==> src/rtl/i2c_slave_regfile.sv <==
// I2C slave with a NUM_REGS x 8 register file shared with a host port; SCL/SDA are oversampled,
// synchronised and glitch-filtered on clk. START/STOP override every state; sda_oe moves only on SCL falls.
module i2c_slave_regfile #(
  parameter int NUM_REGS   = 16,
  parameter int FILTER_LEN = 3,
  localparam int PW        = $clog2(NUM_REGS)
) (
  input  logic          clk,
  input  logic          rst_n,
  input  logic [6:0]    slave_addr,
  input  logic          scl_i,
  input  logic          sda_i,
  output logic          sda_oe,
  input  logic          host_we,
  input  logic [PW-1:0] host_addr,
  input  logic [7:0]    host_wdata,
  output logic [7:0]    host_rdata,
  output logic          wr_valid,
  output logic [PW-1:0] wr_addr,
  output logic [7:0]    wr_data,
  output logic          busy
);

  typedef enum logic [3:0] {
    IDLE, ADDR, ADDR_ACK, REG, REG_ACK, WDATA, WDATA_ACK, RDATA, RDATA_ACK, IGNORE
  } state_t;

  state_t state, state_nxt;

  // Index 1 carries SCL, index 0 carries SDA.
  logic [1:0] sync1, sync2, filt, filt_d;
  logic [3:0] cnt [2];

  always_ff @(posedge clk or negedge rst_n) begin
    if (!rst_n) begin
      sync1  <= 2'b11;
      sync2  <= 2'b11;
      filt   <= 2'b11;
      filt_d <= 2'b11;
      cnt[0] <= '0;
      cnt[1] <= '0;
    end else begin
      sync1  <= {scl_i, sda_i};
      sync2  <= sync1;
      filt_d <= filt;
      for (int i = 0; i < 2; i++) begin
        if (sync2[i] == filt[i]) begin
          cnt[i] <= '0;
        end else if (cnt[i] == 4'(FILTER_LEN - 1)) begin
          filt[i] <= sync2[i];
          cnt[i]  <= '0;
        end else begin
          cnt[i] <= cnt[i] + 4'd1;
        end
      end
    end
  end

  logic scl_rise, scl_fall, start_det, stop_det, sda_f;
  assign sda_f     = filt[0];
  assign scl_rise  = filt[1] & ~filt_d[1];
  assign scl_fall  = ~filt[1] & filt_d[1];
  assign start_det = filt[1] & filt_d[1] & filt_d[0] & ~filt[0];
  assign stop_det  = filt[1] & filt_d[1] & ~filt_d[0] & filt[0];

  logic [7:0]    regs [NUM_REGS];
  logic [7:0]    shift, byte_in;
  logic [2:0]    bit_cnt;
  logic [PW-1:0] ptr;
  logic          rw, ack_phase;
  logic          last_bit, addr_match, is_ack, i2c_we, rd_load;

  assign byte_in    = {shift[6:0], sda_f};
  assign last_bit   = (bit_cnt == 3'd7);
  assign addr_match = (byte_in[7:1] == slave_addr) && (byte_in[7:1] != 7'd0);
  assign is_ack     = state inside {ADDR_ACK, REG_ACK, WDATA_ACK, RDATA_ACK};

  always_ff @(posedge clk or negedge rst_n) begin
    if (!rst_n) state <= IDLE;
    else        state <= state_nxt;
  end

  // ACK states span two SCL falls: the first drives/releases, the second (after ack_phase) exits.
  always_comb begin
    state_nxt = state;
    i2c_we    = 1'b0;
    rd_load   = 1'b0;
    if (start_det) begin
      state_nxt = ADDR;
    end else if (stop_det) begin
      state_nxt = IDLE;
    end else begin
      case (state)
        ADDR:      if (scl_rise && last_bit) state_nxt = addr_match ? ADDR_ACK : IGNORE;
        ADDR_ACK:  if (scl_fall && ack_phase) begin
                     state_nxt = rw ? RDATA : REG;
                     rd_load   = rw;
                   end
        REG:       if (scl_rise && last_bit) state_nxt = REG_ACK;
        REG_ACK:   if (scl_fall && ack_phase) state_nxt = WDATA;
        WDATA:     if (scl_rise && last_bit) begin
                     state_nxt = WDATA_ACK;
                     i2c_we    = 1'b1;
                   end
        WDATA_ACK: if (scl_fall && ack_phase) state_nxt = WDATA;
        RDATA:     if (scl_rise && last_bit) state_nxt = RDATA_ACK;
        RDATA_ACK: if (scl_rise && sda_f) begin
                     state_nxt = IGNORE;
                   end else if (scl_fall && ack_phase) begin
                     state_nxt = RDATA;
                     rd_load   = 1'b1;
                   end
        default: ;
      endcase
    end
  end

  always_ff @(posedge clk or negedge rst_n) begin
    if (!rst_n) begin
      shift     <= '0;
      bit_cnt   <= '0;
      ptr       <= '0;
      rw        <= 1'b0;
      ack_phase <= 1'b0;
      sda_oe    <= 1'b0;
      busy      <= 1'b0;
      wr_valid  <= 1'b0;
      wr_addr   <= '0;
      wr_data   <= '0;
    end else begin
      wr_valid <= i2c_we;
      if (start_det || stop_det) begin
        bit_cnt   <= '0;
        ack_phase <= 1'b0;
        sda_oe    <= 1'b0;
        if (stop_det) busy <= 1'b0;
      end else begin
        if (state_nxt != state)      ack_phase <= 1'b0;
        else if (is_ack && scl_rise) ack_phase <= 1'b1;
        if (scl_rise && (state inside {ADDR, REG, WDATA, RDATA})) begin
          bit_cnt <= bit_cnt + 3'd1;
          if (state != RDATA) shift <= byte_in;
        end
        if (state == ADDR && scl_rise && last_bit) begin
          rw <= byte_in[0];
          if (addr_match) busy <= 1'b1;
        end
        if (state == REG && scl_rise && last_bit) ptr <= byte_in[PW-1:0];
        if (i2c_we) begin
          ptr     <= ptr + PW'(1);
          wr_addr <= ptr;
          wr_data <= byte_in;
        end
        // The outgoing byte is a private copy, so host writes cannot disturb it mid-shift.
        if (rd_load) begin
          shift  <= regs[ptr];
          sda_oe <= ~regs[ptr][7];
          ptr    <= ptr + PW'(1);
        end else if (scl_fall) begin
          case (state)
            ADDR_ACK, REG_ACK, WDATA_ACK: sda_oe <= ~ack_phase;
            RDATA: begin
              sda_oe <= ~shift[6];
              shift  <= {shift[6:0], 1'b0};
            end
            default: sda_oe <= 1'b0;
          endcase
        end
      end
    end
  end

  // Same-index collision: the bus write takes the slot, the host write is dropped.
  always_ff @(posedge clk or negedge rst_n) begin
    if (!rst_n) begin
      for (int i = 0; i < NUM_REGS; i++) regs[i] <= 8'h00;
      host_rdata <= 8'h00;
    end else begin
      if (i2c_we) regs[ptr] <= byte_in;
      if (host_we && !(i2c_we && host_addr == ptr)) regs[host_addr] <= host_wdata;
      host_rdata <= regs[host_addr];
    end
  end

endmodule

==> config.mk <==
export PLATFORM = sky130hd
export DESIGN_NAME = i2c_slave_regfile
export DESIGN_NICKNAME = d
export VERILOG_FILES = /design/src/rtl/i2c_slave_regfile.sv
export SDC_FILE = /design/constraint.sdc
export NUM_CORES = 1
export LEC_CHECK = 0
export ABC_AREA = 1
export BUFFER_PORTS_ARGS = -buffer_cell sky130_fd_sc_hd__buf_2
export CAP_MARGIN = 25
export CORE_ASPECT_RATIO = 0.6
export CORE_MARGIN = 8
export CORE_UTILIZATION = 40
export DETAILED_ROUTE_END_ITERATION = 7
export PLACE_DENSITY_LB_ADDON = 0.25
export SYNTH_ARGS = -nofsm -noshare
export SYNTH_HDL_FRONTEND = slang
export SYNTH_SLANG_ARGS = --single-unit
==> constraint.sdc <==
create_clock -name clk -period 2.7 [get_ports clk]
set_input_delay 0.54 -clock clk [delete_from_list [all_inputs] [get_ports clk]]
set_output_delay 0.54 -clock clk [all_outputs]
set_load 0.02 [all_outputs]
==> results of run 1 <==
[layout by cell type (no fill, tap or decap), types with 5 or more instances in the layout]
master     instances
a21oi_1          105
a22oi_1           32
a31oi_1           25
buf_12             5
buf_2             45
buf_4             33
clkbuf_16         17
dfrtp_1          178
dfstp_2            8
ha_1              10
inv_1            151
inv_2              5
nand2_1          371
nand2_2           20
nand3_1           26
nand4_1           12
nor2_1            67
nor2_2            14
nor3_1             7
nor4_1             7
o211ai_1           5
o21ai_0          292
o21ai_1           37
o221ai_1          33
xnor2_1            6
[layout make-up]
class	instances	share of cell area
multi-input combinational	1088	0.438
sequential	187	0.380
inverter	160	0.0487
timing repair buffer	84	0.0476
tap	367	0.0372
clock buffer	20	0.0362
clock inverter	12	0.0114
[critical path, cell delays in order (launching register included)]
cell and delay (ns):
dfstp_2 0.63, nand2_2 0.12, inv_2 0.08, nand2_2 0.14, nor2_8 0.23, nand2_2 0.19, nor2_2 0.57, o21ai_0 0.18
nand2_1 0.10, o21ai_1 0.07
[flip-flops by register name, indices dropped and copies added (netlist names)]
signal,flops
wr_data,8
ptr,4
ack_phase,1
regs,128
wr_addr,4
sda_oe,1
rw,1
bit_cnt,3
host_rdata,8
filt,2
sync2,2
sync1,2
wr_valid,1
state,4
busy,1
filt_d,2
shift,7
cnt,8
[worst paths after layout]
kind | endpoint | cells after the start
max reg2reg | regs[86] | 9
max in group asynchronous | filt_d[1] | 2
min | regs[106] | 1
max | regs[86] | 9
min in group clk | sync1[0] | 1
min reg2reg | sync2[1] | 0
[per-stage QoR]
stage	util	instance area, µm²
global route	0.449	12300
floorplan	-	11100
global placement	0.428	11700
detailed placement	0.428	11700
finish	0.449	12300
CTS	0.449	12300
[power groups by stage]
stage | Combinational [mW] | Clock (mW) | Sequential [mW]
CTS | 3.18 | 2.63 | 3.87
global placement | 3.15 | 0 | 3.91
global route | 3.61 | 2.73 | 3.95
detailed placement | 3.17 | 0 | 3.91
floorplan | 2.12 | 0 | 3.76
finish | 3.27 | 2.60 | 3.88
[metal layers]
metal	wire (µm)	share of wire	vias to the layer above	track usage
met5	101	0.0025	-	0.0193
met2	16300	0.40	634	0.320
met3	5400	0.13	54	0.0882
met4	587	0.014	4	0.0515
li1	-	-	5143	-
met1	18600	0.45	5235	0.367
[logic make-up after synthesis]
kind of cell / after synthesis
adder cells (fa/ha/maj): 10
AND/OR/NAND/NOR: 535
flip-flops: 187
XOR/XNOR: 10
AO/OA/AOI/OAI: 533
buffers and inverters: 261
==> flow_metrics.env, run 1 <==
export IMPL_status="complete, no violations"
export IMPL_layout_drive_gt1_share=0.111
export IMPL_max_cap_violations=0
export IMPL_clock_latency_ns=0.46
export IMPL_p_int_mw=5.85
export IMPL_gp_congestion=0.960
export IMPL_placed_cells=1886
export IMPL_ys_ff_latch=187
export IMPL_setup_violations=0
export IMPL_wl_per_cell_um=21.4
export IMPL_cts_buffers=17
export IMPL_yosys_top_cells_count="nand2_1 (371), o21ai_0 (292), dfrtp_1 (179)"
export IMPL_yosys_most_used_dff="dfrtp_1"
export IMPL_final_max_slew_viol_count=0
export IMPL_dp_hpwl_um=29100
export IMPL_critPathLaunchType="flop"
export IMPL_synthMuxAreaShare=0
export IMPL_track_usage=0.243
export IMPL_start_util=0.405
export IMPL_grt_max_degree=59
export IMPL_finalPower_mw=9.75
export IMPL_synthSimpleGateAreaFrac=0.204
export IMPL_yosys_area_top_type="dfrtp_1"
export IMPL_yosysSeqAreaShare=0.422
export IMPL_multiInputGateArea_um2=5410
export IMPL_cts_hold_buf=0
export IMPL_whs_ns=0.0594
export IMPL_grt_pass1_wl_um=62900
export IMPL_crit_path_start="filt[1]"
export IMPL_crit_path_max_fanout=16
export IMPL_synth_xor_area_share=0.00788
export IMPL_h_tree_depth=4
export IMPL_drc_errors=0
export IMPL_clock_fmax_mhz=408
export IMPL_cts_root_buf="clkbuf_16"
export IMPL_drt_initial_drc_count=1801
export IMPL_endpoint_kind="flop"
export IMPL_nets=1572
export IMPL_die_area_um2=33600
export IMPL_synth_edff_count=0
export IMPL_seqCellArea_um2=4690
export IMPL_antenna_found_initial=1
export IMPL_finalCriticalPeriod_ns=2.45
export IMPL_core_um2=27500
export IMPL_tritoncts="built"
export IMPL_pre_cts_slack_ns=0.283
export IMPL_seqPwrFrac=0.398
export IMPL_crit_type="reg2reg"
export IMPL_regToRegStartpoint="filt[1]"
export IMPL_synth_top_family_by_area="compound AO/OA/AOI/OAI gates"
export IMPL_tns_ns=0
export IMPL_syn2layout_area_growth_pct=10.9
export IMPL_grt_pass1_vias=9969
export IMPL_tightest_slew_ns=0.929
export IMPL_hold_viol=0
export IMPL_synth_compound_area_frac=0.263
export IMPL_io_pins=47
export IMPL_async_flop_share=1.00
export IMPL_insertedDiodeCount=0
export IMPL_swShare=0.400
export IMPL_num_rows=47
export IMPL_worstPathRequired_ns=3.01
export IMPL_period_share=0.908
export IMPL_synth_nets=1570
export IMPL_peakVddDrop_uv=496
export IMPL_vias=11100
export IMPL_syn_area_per_cell_um2=7.24
export IMPL_fillers=2761
export IMPL_leakagePower_nw=5.37
export IMPL_worstHoldPathType="in2async"
export IMPL_worst_slack_ns=0.249
export IMPL_arrival_ns=2.76
export IMPL_synthesis_area_um2=11100
export IMPL_post_cts_buffers=0
export IMPL_firstDrtPassIters=6
export IMPL_clk_pin_slew_ns=0.08
export IMPL_wirelength_um=41000
export IMPL_pwr_share_comb=0.335
export IMPL_cts_sinks=187
export IMPL_power_density_nw_per_um2=791
export IMPL_synth_most_common_cell="nand2_1"
export IMPL_synth_top_cell_area_share=0.403
export IMPL_detail_route_antenna_nets=0
export IMPL_slew_headroom=0.380
export IMPL_stdcell_count=1918
export IMPL_synthCells=1536
export IMPL_p_sw_mw=3.90
export IMPL_worst_r2r_setup_slack_ns=0.25
export IMPL_rsz0062_at_grt="no"
export IMPL_dieWidth_um=231
export IMPL_synth_adder_area_share=0.0113
export IMPL_skew_ns=0.0158
export IMPL_cts_resized=0
export IMPL_port_buffers=46
export IMPL_grt_ovfl_total=0
export IMPL_clock_path_buffers=2
export IMPL_ys_top_cells_by_area="dfrtp_1 (40%), o21ai_0 (13%), nand2_1 (13%), inv_1 (5.1%), a21oi_1 (4.7%)"
export IMPL_p_clk_frac=0.267
export IMPL_synth_distinct_cells=39
export IMPL_viasPerCell=5.77
export IMPL_synth_yosys_warnings=0
export IMPL_die_height_um=145
(Power assumes the default switching activity.)
==> run 2: changes to the inputs <==
==> constraint.sdc (replaced) <==
create_clock -name clk -period 2.7 [get_ports clk]
set_input_delay 0 -clock clk [delete_from_list [all_inputs] [get_ports clk]]
set_output_delay 0 -clock clk [all_outputs]
set_load 0.02 [all_outputs]
==> flow_metrics.env, run 2 (synthesis results as in run 1) <==
export IMPL_setup_violations=0
export IMPL_p_clk_frac=0.273
export IMPL_syn2layout_area_growth_pct=12.2
export IMPL_viasPerCell=5.77
export IMPL_critPathLaunchType="flop"
export IMPL_num_rows=47
export IMPL_slowest_delay_ns=0.58
export IMPL_post_cts_buffers=0
export IMPL_drt_initial_drc_count=1579
export IMPL_clock_latency_ns=0.46
export IMPL_cp_slowest_cell="dfstp_2"
export IMPL_tightest_slew_ns=0.880
export IMPL_tns_ns=0
export IMPL_cts_buffers=17
export IMPL_crit_type="reg2reg"
export IMPL_hold_viol=0
export IMPL_cts_root_buf="clkbuf_16"
export IMPL_path_common_cell="nand2_2"
export IMPL_track_usage=0.243
export IMPL_grt_pass1_wl_um=62800
export IMPL_max_cap_violations=0
export IMPL_die_area_um2=33600
export IMPL_use_met2=0.320
export IMPL_detail_route_antenna_nets=0
export IMPL_worstSetupPathDepth=8
export IMPL_rsz0062_at_grt="no"
export IMPL_grt_max_degree=84
export IMPL_crit_family="simple AND/OR/NAND/NOR gates"
export IMPL_largest_reg_flops=128
export IMPL_firstDrtPassIters=7
export IMPL_skew_ns=0.00921
export IMPL_crit_chain="nand2_2 > inv_2 > nand2_2 > nor2_8 > nand2_2 > nor2_1 > nand2_1 > a31oi_1"
export IMPL_worstPathRequired_ns=3.08
export IMPL_wl_per_cell_um=21.3
export IMPL_r2r_cells=8
export IMPL_seqPwrFrac=0.394
export IMPL_grt_ovfl_total=0
export IMPL_pwr_share_comb=0.334
export IMPL_p_int_mw=5.98
export IMPL_worstHoldPathType="in2reg"
export IMPL_io_pins=47
export IMPL_clock_fmax_mhz=417
export IMPL_grt_pass1_vias=10100
export IMPL_vias=11200
export IMPL_max_flop_register="regs"
export IMPL_arrival_ns=2.77
export IMPL_final_common_cell="nand2_1"
export IMPL_clk_pin_slew_ns=0.07
export IMPL_grt_use_met3=0.0890
export IMPL_dp_hpwl_um=29300
export IMPL_drc_errors=0
export IMPL_period_share=0.887
export IMPL_clock_path_buffers=2
export IMPL_endpoint_kind="flop"
export IMPL_final_max_slew_viol_count=0
export IMPL_top_usage_layer="met1"
export IMPL_h_tree_depth=4
export IMPL_dieWidth_um=231
export IMPL_cts_hold_buf=12
export IMPL_die_height_um=145
export IMPL_cts_resized=0
export IMPL_cts_sinks=187
export IMPL_final_cell_mix="nand2_1 (371), o21ai_0 (292), dfrtp_1 (178)"
export IMPL_p_sw_mw=3.89
export IMPL_port_buffers=46
export IMPL_nets=1590
export IMPL_cp_buffers_inverters=1
export IMPL_leakagePower_nw=5.44
export IMPL_insertedDiodeCount=0
export IMPL_power_density_nw_per_um2=791
export IMPL_wirelength_um=41300
export IMPL_gr_usage_met1=0.362
export IMPL_hold_path_depth=6
export IMPL_core_um2=27500
export IMPL_start_util=0.405
export IMPL_swShare=0.395
export IMPL_slew_headroom=0.413
export IMPL_gp_congestion=0.969
export IMPL_layout_drive_gt1_share=0.113
export IMPL_finalCriticalPeriod_ns=2.40
export IMPL_crit_path_max_fanout=24
export IMPL_whs_ns=0.0430
export IMPL_tritoncts="built"
export IMPL_peakVddDrop_uv=463
export IMPL_status="complete, no violations"
export IMPL_antenna_found_initial=0
run 2: path summary, 6_finish.rpt:
check,start,end,slack (ns)
worst max register to register,filt[1],regs[24],0.30
worst min register to register,sync1[1],sync2[1],0.36
worst min-delay path,slave_addr[6],busy,0.04
min in group asynchronous,rst_n,regs[97],0.12
worst max-delay path,filt[1],regs[24],0.30
max in group asynchronous,rst_n,regs[17],1.58
run 2: through the flow:
| stage | util | power (mW) | std cells | area [µm²] | setup WS, ns |
|---|---|---|---|---|---|
| floorplan | - | 5.88 | 1536 | 11100 | 0.737 |
| global placement | 0.428 | 7.07 | 1892 | 11800 | 0.449 |
| detailed placement | 0.428 | 7.10 | 1892 | 11800 | 0.396 |
| CTS | 0.454 | 9.81 | 1936 | 12500 | 0.367 |
| global route | 0.454 | 10.4 | 1936 | 12500 | 0.168 |
| finish | 0.454 | 9.87 | 1936 | 12500 | 0.304 |
run 2: power groups by stage:
stage                     registers, mW  logic (mW)  clock network (mW)
after CTS                          3.87        3.22                2.72
after global placement             3.91        3.15                   0
after global routing               3.95        3.64                2.83
final                              3.89        3.29                2.69
after floorplan                    3.76        2.12                   0
after detailed placement           3.91        3.19                   0
run 2: metal layers:
| layer | routed length [µm] | share of wire |
|---|---|---|
| met5 | 0 | 0 |
| met4 | 799 | 0.019 |
| met3 | 5660 | 0.14 |
| met2 | 16200 | 0.39 |
| met1 | 18600 | 0.45 |
run 2: area by class of cell:
cell class | instances | area (µm²)
inverter | 160 | 601
fill | 2753 | 15000
clock inverter | 10 | 140
timing repair buffer | 102 | 714
multi-input combinational | 1088 | 5410
sequential | 187 | 4690
clock buffer | 22 | 464
tap | 367 | 459
run 2: worst min-delay path, cell delays in order:
cell and delay [ns]:
buf_2 0.08, inv_1 0.04, nand2_1 0.07, nand2_1 0.09, nand3_1 0.14, nand2_1 0.06
